[config.mk]
export PLATFORM = sky130hd
export DESIGN_NAME = register_file_np
export DESIGN_NICKNAME = d
export VERILOG_FILES = /design/src/rtl/rf_pkg.sv /design/src/rtl/rf_bank.sv /design/src/rtl/register_file_np.sv
export SDC_FILE = /design/constraint.sdc
export NUM_CORES = 1
export LEC_CHECK = 0
export ABC_CLOCK_PERIOD_IN_PS = 3400
export CAP_MARGIN = 20
export CORE_ASPECT_RATIO = 0.7
export CORE_MARGIN = 2
export CORE_UTILIZATION = 60
export CTS_BUF_LIST = sky130_fd_sc_hd__clkbuf_4
export CTS_CLUSTER_SIZE = 28
export DETAILED_ROUTE_END_ITERATION = 7
export PLACE_DENSITY = 0.87
export SLEW_MARGIN = 10
export SYNTH_ARGS = -nofsm -noshare
export SYNTH_HDL_FRONTEND = slang
export SYNTH_SLANG_ARGS = --single-unit
[constraint.sdc]
create_clock -name clk -period 3.4 [get_ports clk]
set_clock_uncertainty 0.05 [all_clocks]
set_input_delay 0.68 -clock clk [delete_from_list [all_inputs] [get_ports clk]]
set_output_delay 0.68 -clock clk [all_outputs]
set_load 0.02 [all_outputs]
[src/rtl/rf_pkg.sv]
// Shared types and helpers for the register_file_np slice.
package rf_pkg;

  // INIT runs the zeroing sweep; READY serves user reads and writes.
  typedef enum logic {
    RF_INIT,
    RF_READY
  } rf_state_t;

  // Number of registers addressed by an address of the given width.
  function automatic int rf_depth(input int addr_w);
    return 1 << addr_w;
  endfunction

endpackage

[src/rtl/rf_bank.sv]
// One DEPTH x DATA_W register bank with a single synchronous write port and a
// single registered read port. The read port returns the incoming write data
// when it targets the address being written in the same cycle (write-first).
module rf_bank
  import rf_pkg::*;
#(
  parameter int DATA_W = 16,
  parameter int ADDR_W = 3
) (
  input  logic              clk,
  input  logic              rst_n,
  input  logic              i_wr_en,
  input  logic [ADDR_W-1:0] i_wr_addr,
  input  logic [DATA_W-1:0] i_wr_data,
  input  logic              i_rd_en,
  input  logic              i_rd_zero,
  input  logic [ADDR_W-1:0] i_rd_addr,
  output logic [DATA_W-1:0] o_rd_data
);

  localparam int DEPTH = rf_depth(ADDR_W);

  logic [DATA_W-1:0] r_mem [DEPTH];
  logic [DATA_W-1:0] r_rd_data;
  logic              w_bypass;

  assign w_bypass  = i_wr_en && (i_wr_addr == i_rd_addr);
  assign o_rd_data = r_rd_data;

  // Storage array: no reset so it maps onto RAM; the top-level sweep zeroes it.
  always_ff @(posedge clk) begin
    if (i_wr_en) begin
      r_mem[i_wr_addr] <= i_wr_data;
    end
  end

  // Registered read: forced to zero while clearing, otherwise load on enable.
  always_ff @(posedge clk or negedge rst_n) begin
    if (!rst_n) begin
      r_rd_data <= '0;
    end else if (i_rd_zero) begin
      r_rd_data <= '0;
    end else if (i_rd_en) begin
      r_rd_data <= w_bypass ? i_wr_data : r_mem[i_rd_addr];
    end
  end

endmodule

[src/rtl/register_file_np.sv]
// Parametrised register file: DEPTH registers, N_RD registered read ports and
// one write port. Each read port owns a full copy of the registers so every
// port can read independently; all copies receive the same writes. After reset
// or a clear request a sweep writes zero to every address before user writes
// are accepted.
module register_file_np
  import rf_pkg::*;
#(
  parameter int DATA_W = 16,
  parameter int ADDR_W = 3,
  parameter int N_RD   = 2
) (
  input  logic                     clk,
  input  logic                     rst_n,
  input  logic                     clear,
  input  logic                     w_en,
  input  logic [ADDR_W-1:0]        w_addr,
  input  logic [DATA_W-1:0]        w_data,
  input  logic [N_RD-1:0]          r_en,
  input  logic [N_RD*ADDR_W-1:0]   r_addr,
  output logic [N_RD*DATA_W-1:0]   r_data,
  output logic                     busy
);

  localparam int                DEPTH     = rf_depth(ADDR_W);
  localparam logic [ADDR_W-1:0] LAST_ADDR = ADDR_W'(DEPTH - 1);

  rf_state_t         r_state;
  rf_state_t         w_state_nxt;
  logic [ADDR_W-1:0] r_cnt;
  logic [ADDR_W-1:0] w_cnt_nxt;
  logic              r_busy;

  logic              w_bank_we;
  logic [ADDR_W-1:0] w_bank_waddr;
  logic [DATA_W-1:0] w_bank_wdata;
  logic              w_rd_zero;

  assign busy = r_busy;

  // Next-state logic and bank write-port mux between sweep and user port.
  always_comb begin
    w_state_nxt  = r_state;
    w_cnt_nxt    = r_cnt;
    w_bank_we    = 1'b0;
    w_bank_waddr = w_addr;
    w_bank_wdata = w_data;
    w_rd_zero    = 1'b0;
    case (r_state)
      RF_INIT: begin
        w_bank_we    = 1'b1;
        w_bank_waddr = r_cnt;
        w_bank_wdata = '0;
        w_rd_zero    = 1'b1;
        if (clear) begin
          w_cnt_nxt = '0;
        end else if (r_cnt == LAST_ADDR) begin
          w_state_nxt = RF_READY;
          w_cnt_nxt   = '0;
        end else begin
          w_cnt_nxt = r_cnt + 1'b1;
        end
      end
      RF_READY: begin
        if (clear) begin
          w_state_nxt = RF_INIT;
          w_cnt_nxt   = '0;
          w_rd_zero   = 1'b1;
        end else begin
          w_bank_we = w_en;
        end
      end
      default: begin
        w_state_nxt = RF_INIT;
        w_cnt_nxt   = '0;
      end
    endcase
  end

  // State, sweep counter and registered busy flag.
  always_ff @(posedge clk or negedge rst_n) begin
    if (!rst_n) begin
      r_state <= RF_INIT;
      r_cnt   <= '0;
      r_busy  <= 1'b1;
    end else begin
      r_state <= w_state_nxt;
      r_cnt   <= w_cnt_nxt;
      r_busy  <= (w_state_nxt == RF_INIT);
    end
  end

  for (genvar p = 0; p < N_RD; p++) begin : g_bank
    rf_bank #(
      .DATA_W (DATA_W),
      .ADDR_W (ADDR_W)
    ) u_bank (
      .clk       (clk),
      .rst_n     (rst_n),
      .i_wr_en   (w_bank_we),
      .i_wr_addr (w_bank_waddr),
      .i_wr_data (w_bank_wdata),
      .i_rd_en   (r_en[p]),
      .i_rd_zero (w_rd_zero),
      .i_rd_addr (r_addr[p*ADDR_W +: ADDR_W]),
      .o_rd_data (r_data[p*DATA_W +: DATA_W])
    );
  end

endmodule

# After elaboration in Yosys (flattened, before gate mapping)
# Memory sizes are Yosys's and may differ from the RTL's.
# Cells that the tools add are included.
[totals]
n_memories = 2
ram_bits = 256
input_bits = 31
regBits = 37
[classes]
add_sub_neg = 1
muxes = 22
reduce_logical = 4
bitwise_logic = 2
eq_ne = 4
[mem_list]
columns = ["name", "depth", "width", "read_ports", "rd_ports_with_merged_regs", "wr", "line", "rtl"]
rows = [
  ["g_bank[0].u_bank.r_mem", 8, 16, 1, 0, 1, "rf_bank.sv:23", "logic [DATA_W-1:0] r_mem [DEPTH];"],
  ["g_bank[1].u_bank.r_mem", 8, 16, 1, 0, 1, "rf_bank.sv:23", ""],
]
[op_table]
columns = ["cell", "count"]
rows = [
  ["two-way mux 16 bit", 7],
  ["two-way mux 3 bit", 4],
  ["two-way mux 1 bit", 7],
  ["== test 3 bit", 2],
  ["case mux 1 bit (2 select lines)", 3],
  ["case mux 3 bit (2 select lines)", 1],
  ["nonzero test 2 bit", 2],
  ["adder 3 x 1 -> 3 bit (second input constant)", 1],
  ["== test 3 bit (second input constant)", 1],
  ["logical AND 1 bit", 2],
  ["inequality test 2 bit (second input constant)", 1],
  ["inverter 1 bit", 2],
]

# Longest topological paths before layout
# Gate-level depths: netlist of the first run.
[logic_depth]
ltp_word = 6
mapped_depth = 7
mapped_depth_nobuf = 5

# Hierarchy
# A second synthesis of the first run with hierarchy kept.
[unflattened]
cells_unflattened = 594
area_unflattened_um2 = 11772.5
[by_module_without_submodules]
columns = ["mod", "cells_each", "area_per_inst_um2", "instances"]
rows = [
  ["rf_bank", 276, 5698.0, 2],
  ["register_file_np", 42, 376.6, 1],
]

# Worst setup path before layout of the first run
# No wires, ideal clock.
[synth_timing]
path_kind = "input-to-reg"
startpoint = "input port w_en"
endpoint = "memory g_bank[1].u_bank.r_mem[7][0] (enable)"
t_arrival_ns = 2.252
required_time_ns = 2.941
path_buffers = 0
setup_ns = 0.409
slack_ns = 0.688
cell_stages = 3
path_cell_list = "nor2b_1 -> a31oi_1 -> nor3_1"
[synth_via]
elab_chain_len = 4
[synth_lines]
columns = ["item", "line", "rtl"]
rows = [
  ["start, declared", "register_file_np.sv:16", "input logic w_en,"],
  ["two-way mux 1 bit", "register_file_np.sv:65", "if (clear) begin"],
  ["case mux 1 bit (2 select lines)", "register_file_np.sv:49", "case (r_state)"],
  ["two-way mux 1 bit", "rf_bank.sv:32", "if (i_wr_en) begin"],
  ["two-way mux 1 bit (implied by the code)", "rf_bank.sv:33", "r_mem[i_wr_addr] <= i_wr_data;"],
  ["end, declared", "rf_bank.sv:23", ""],
]
# No other way between the ends.

# Final worst setup path of the first run
[layout_timing]
startpoint = "register r_state"
endpoint = "register g_bank[1].u_bank.r_rd_data[14]"
[layout_via]
elab_chain_len = 6
elab_cells_between_ends = 11
classes_between = "eq/ne: 1; mux: 7; bitwise: 1; reduce/logical: 2"
[layout_lines]
columns = ["item", "line", "rtl"]
rows = [
  ["start, declared", "register_file_np.sv:28", "rf_state_t r_state;"],
  ["start signal, assigned", "register_file_np.sv:87", "r_state <= w_state_nxt;"],
  ["two-way mux 3 bit or inverter 1 bit (tied branches)", "-", ""],
  ["== test 3 bit or case mux 1 bit (2 select lines) (tied branches)", "rf_bank.sv:27, register_file_np.sv:49", ""],
  ["logical AND 1 bit", "rf_bank.sv:27", "assign w_bypass = i_wr_en && (i_wr_addr == i_rd_addr);"],
  ["two-way mux 16 bit", "rf_bank.sv:44", "r_rd_data <= w_bypass ? i_wr_data : r_mem[i_rd_addr];"],
  ["two-way mux 16 bit", "rf_bank.sv:43", "end else if (i_rd_en) begin"],
  ["two-way mux 16 bit", "rf_bank.sv:41", "end else if (i_rd_zero) begin"],
  ["end signal, assigned", "rf_bank.sv:44", ""],
  ["end, declared", "rf_bank.sv:24", "logic [DATA_W-1:0] r_rd_data;"],
]
# Parallel ways exist; a longest one is shown, timed or not. The select of a mux whose other input is x is not followed.
# A chain may end at the register's enable or synchronous reset.

==> summary.md, run 1 <==
| Metric | Value |
|---|---|
| Switch share | roughly a quarter |
| Largest area contributor in the netlist | edfxtp_1 |
| Row count | 34 |
| Final net count | 546 |
| Slew margin rel. | 37.0% |
| Overall Power | 0.00391 W |
| Layout cells sized above 1 | between 20 and 30% |
| CTS tree | yes |
| IO Pins | 64 |
| Outcome | finished clean |
| Synth unique cells | 23 |
| Most used DFF post-synth | edfxtp_1 |
| RSZ-0062 raised after global routing | false |
| Post-CTS Setup Repair Bufs | 0 |
| Worst-Skew Late Latency | 550 ps |
| Setup TNS | 0 ps |
| Synthesized net count | about 470 |
| Antenna diode count | 0 |
| Peak VDD IR | ~0.35 mV |
| Sequential fraction of the synthesis area | 63.1% |
| Seq cells post-synth | ~170 |
| Kind of cell adding the most delay to the critical path | simple AND/OR/NAND/NOR gates |
| Hold-fix buffers, CTS | 0 |
| Total Routing Usage GR | between 20% and 30% |
| Worst Tran Pin Value | approximately 940 ps |
| Largest family of logic cells by synthesized area | multiplexers |
| Crit path required time | about 3800 ps |
| Initial antenna violation count | 0 |
| First-pass GRT wire length | 28.1 mm |
| # port buffers | 63 |
| Fin Hold WS | 192 ps |
| Sequential power share | about three fifths |
| Startpoint types | register |
| Drt via density | between 6 and 7 |
| Clock Tree Root | clkbuf_4 |
| Hold Crit Class | in2async |
| Crit path largest cell delay | roughly 1000 ps |
| Synth Area in Compound Gates | roughly 4.6% |
| Clock-pin slew on the worst setup and hold paths | between 150 and 200 ps |
| Combinational share of power | about a tenth |
| Syn Inst Count | between 400 and 500 |
| Final weighted congestion in routability-driven placement | approximately 0.79 |
| DR vias | approximately 4600 |
| Synth Area in Simple Gates | under 10% |
| Max Slew Vio Count | 0 |
| Layout area overhead | 15.5% |
| Post-synthesis mux area share | 24.1% |
| Buf/Inv on CP | 0 |
| Tcrit/Tclk final | between 80 and 90% |
| Std-Cell Core Area | 0.0124 mm2 |
| Post-synth EDFFs | between 100 and 150 |
| Hold Fails Final Rpt | 0 |
| Vias in the first global route | between 4000 and 5000 |
| Xor and xnor area share after synthesis | less than 1% |
| Warnings from Yosys | 0 |
| Pleak | 3.26 nW |
| Fmax | between 300 and 400 MHz |
| Detailed Route Iter0 Violations | between 400 and 500 |
| Clock share of power | 30.9% |
| Crit-path cells | mux2i_4 > xnor2_1 > or4b_1 > o221ai_1 |
| Setup-failing EPs final | 0 |
| Mapped Avg Cell Area | 17.3 um2 |
| Die Y | between 90 and 100 um |
| Post-Syn Area | 0.00757 mm2 |
| Synth Area in Adders | less than 1% |
| DP HPWL | roughly 12 mm |
| Routed Antenna Nets | 0 |
| Async set-reset flop share out of synthesis | around 22% |
| Resized Gates After CTS | 0 |
| Synth cell count leaders | edfxtp_1 (128), mux4_2 (64), nand2_1 (51), dfrtp_1 (36), mux2i_1 (34) |
| Avg WL per Cell | between 20 and 30 um |
| Top cells by area, synth | edfxtp_1 (51%), mux4_2 (19%), dfrtp_1 (12%) |
| Int Pwr | approximately 0.0030 W |
| Crit end category | register |
| Layout Utilization | a little over two thirds |
| Htree depth | 4 |
| Worst path slowest cell | or4b_1 |
| Yosys top cell area share | between 50% and 60% |
| Crit path kind | reg2reg |
| Largest net degree at the start of global routing | 38 |
| Bufs on Longest Clock Path | 2 |
| DIE WIDTH | between 100 and 150 um |
| Detailed Route WL | 18.1 mm |
| Critical Path AT | ~3400 ps |
| Starting Density | between 60 and 70% |
| Final min period | around 3000 ps |
| Clock sinks | 165 |
| Total CTS buffers | 17 |
| Pwr Density | around 450 mW/mm2 |
| Fill count | approximately 750 |
| MaxCap Viol Count | 0 |
| CP Max Fanout | 16 |
| Residual DRC | 0 |
| Psw | between 0.0009 and 0.001 W |
| Total grt overflow | 0 |
| TritonRoute pass-1 iters | 7 |
| Most common cell in the synthesized netlist | edfxtp_1 |
| Die area | 0.0135 mm2 |
-- cell usage in the layout, fill, tap and decap left out, drive strengths merged, types with 6 or more instances in the layout --
cell and n:
nor2 16, nand2 51, clkinv 7, xnor2 6, clkdlybuf4s50 60, inv 24
buf 27, o221ai 32, mux4 64, clkbuf 17, dfrtp 36, mux2i 36
edfxtp 128
-- cells by family after synthesis --
kind of cell / after synthesis
XOR/XNOR: 6
adder cells (fa/ha/maj): 2
multiplexers: 100
flip-flops: 165
AND/OR/NAND/NOR: 77
AO/OA/AOI/OAI: 37
buffers and inverters: 51
-- area by class of cell --
class                           instances  area, um2  share of cell area [%]
Timing Repair Buffer                   87        808                    9.25
Multi-Input combinational cell        222       2580                    29.5
Tap cell                              162        203                    2.32
Clock buffer                           17        128                    1.46
Inverter                               20       75.1                   0.859
Sequential cell                       165       4770                    54.6
Clock inverter                         15        176                    2.02
-- worst paths after layout --
kind	from	end	slack (ps)	cells after the start
hold / removal	rst_n	g_bank[0].u_bank.o_rd_data[10]$_DFFE_PN0P_	190	1
setup reg to reg	r_state$_DFF_PN0_	g_bank[1].u_bank.o_rd_data[14]$_DFFE_PN0P_	390	4
setup / recovery	r_state$_DFF_PN0_	g_bank[1].u_bank.o_rd_data[14]$_DFFE_PN0P_	390	4
hold reg to reg	g_bank[1].u_bank.o_rd_data[0]$_DFFE_PN0P_	g_bank[1].u_bank.o_rd_data[0]$_DFFE_PN0P_	460	2
min in group clk	g_bank[1].u_bank.o_rd_data[0]$_DFFE_PN0P_	g_bank[1].u_bank.o_rd_data[0]$_DFFE_PN0P_	460	2
max in group asynchronous	rst_n	g_bank[1].u_bank.o_rd_data[14]$_DFFE_PN0P_	2520	1
-- sequential cells by signal, indices dropped and copies added (netlist names) --
signal	count
g_bank.u_bank.o_rd_data	32
g_bank.u_bank.r_mem	128
r_state	1
r_cnt	3
busy	1
-- layer usage --
layer | GRT usage (%) | part of all wire, % | routed length, um | vias to the layer above
li1 | - | - | - | 1912
met1 | 37.8 | 39 | 6980 | 2375
met2 | 45.2 | 49 | 8940 | 260
met3 | 8.93 | 9.9 | 1800 | 38
met4 | 9.42 | 2.3 | 410 | 0
met5 | 0 | 0 | 0 | -
-- stage by stage --
step / instance area [um2] / worst slack (ps) / std cells
after floorplan: 7570 / 688 / 438
after global placement: 8440 / 463 / 656
after detailed placement: 8440 / 296 / 656
after CTS: 8740 / 423 / 688
after global routing: 8740 / 346 / 688
final: 8740 / 391 / 688
-- power groups by stage --
| stage | combinational [W] | clock, W | sequential, W |
|---|---|---|---|
| after floorplan | 0.000268 | 0 | 0.00232 |
| final | 0.000417 | 0.00121 | 0.00229 |
| after CTS | 0.000418 | 0.00122 | 0.00229 |
| after global routing | 0.000443 | 0.00132 | 0.00230 |
| after detailed placement | 0.000416 | 0 | 0.00233 |
| after global placement | 0.000399 | 0 | 0.00232 |
Power figures use the tool's default switching activity.
==> run 2: changes to the inputs <==
--- a/config.mk
+++ b/config.mk
@@ -14,7 +14,7 @@
 export CTS_CLUSTER_SIZE = 28
 export DETAILED_ROUTE_END_ITERATION = 7
 export PLACE_DENSITY = 0.87
-export SLEW_MARGIN = 10
+export SLEW_MARGIN = 20
 export SYNTH_ARGS = -nofsm -noshare
 export SYNTH_HDL_FRONTEND = slang
 export SYNTH_SLANG_ARGS = --single-unit
==> results of run 2 <==
The final DEF is identical to that of run 1; final timing and power are the same.
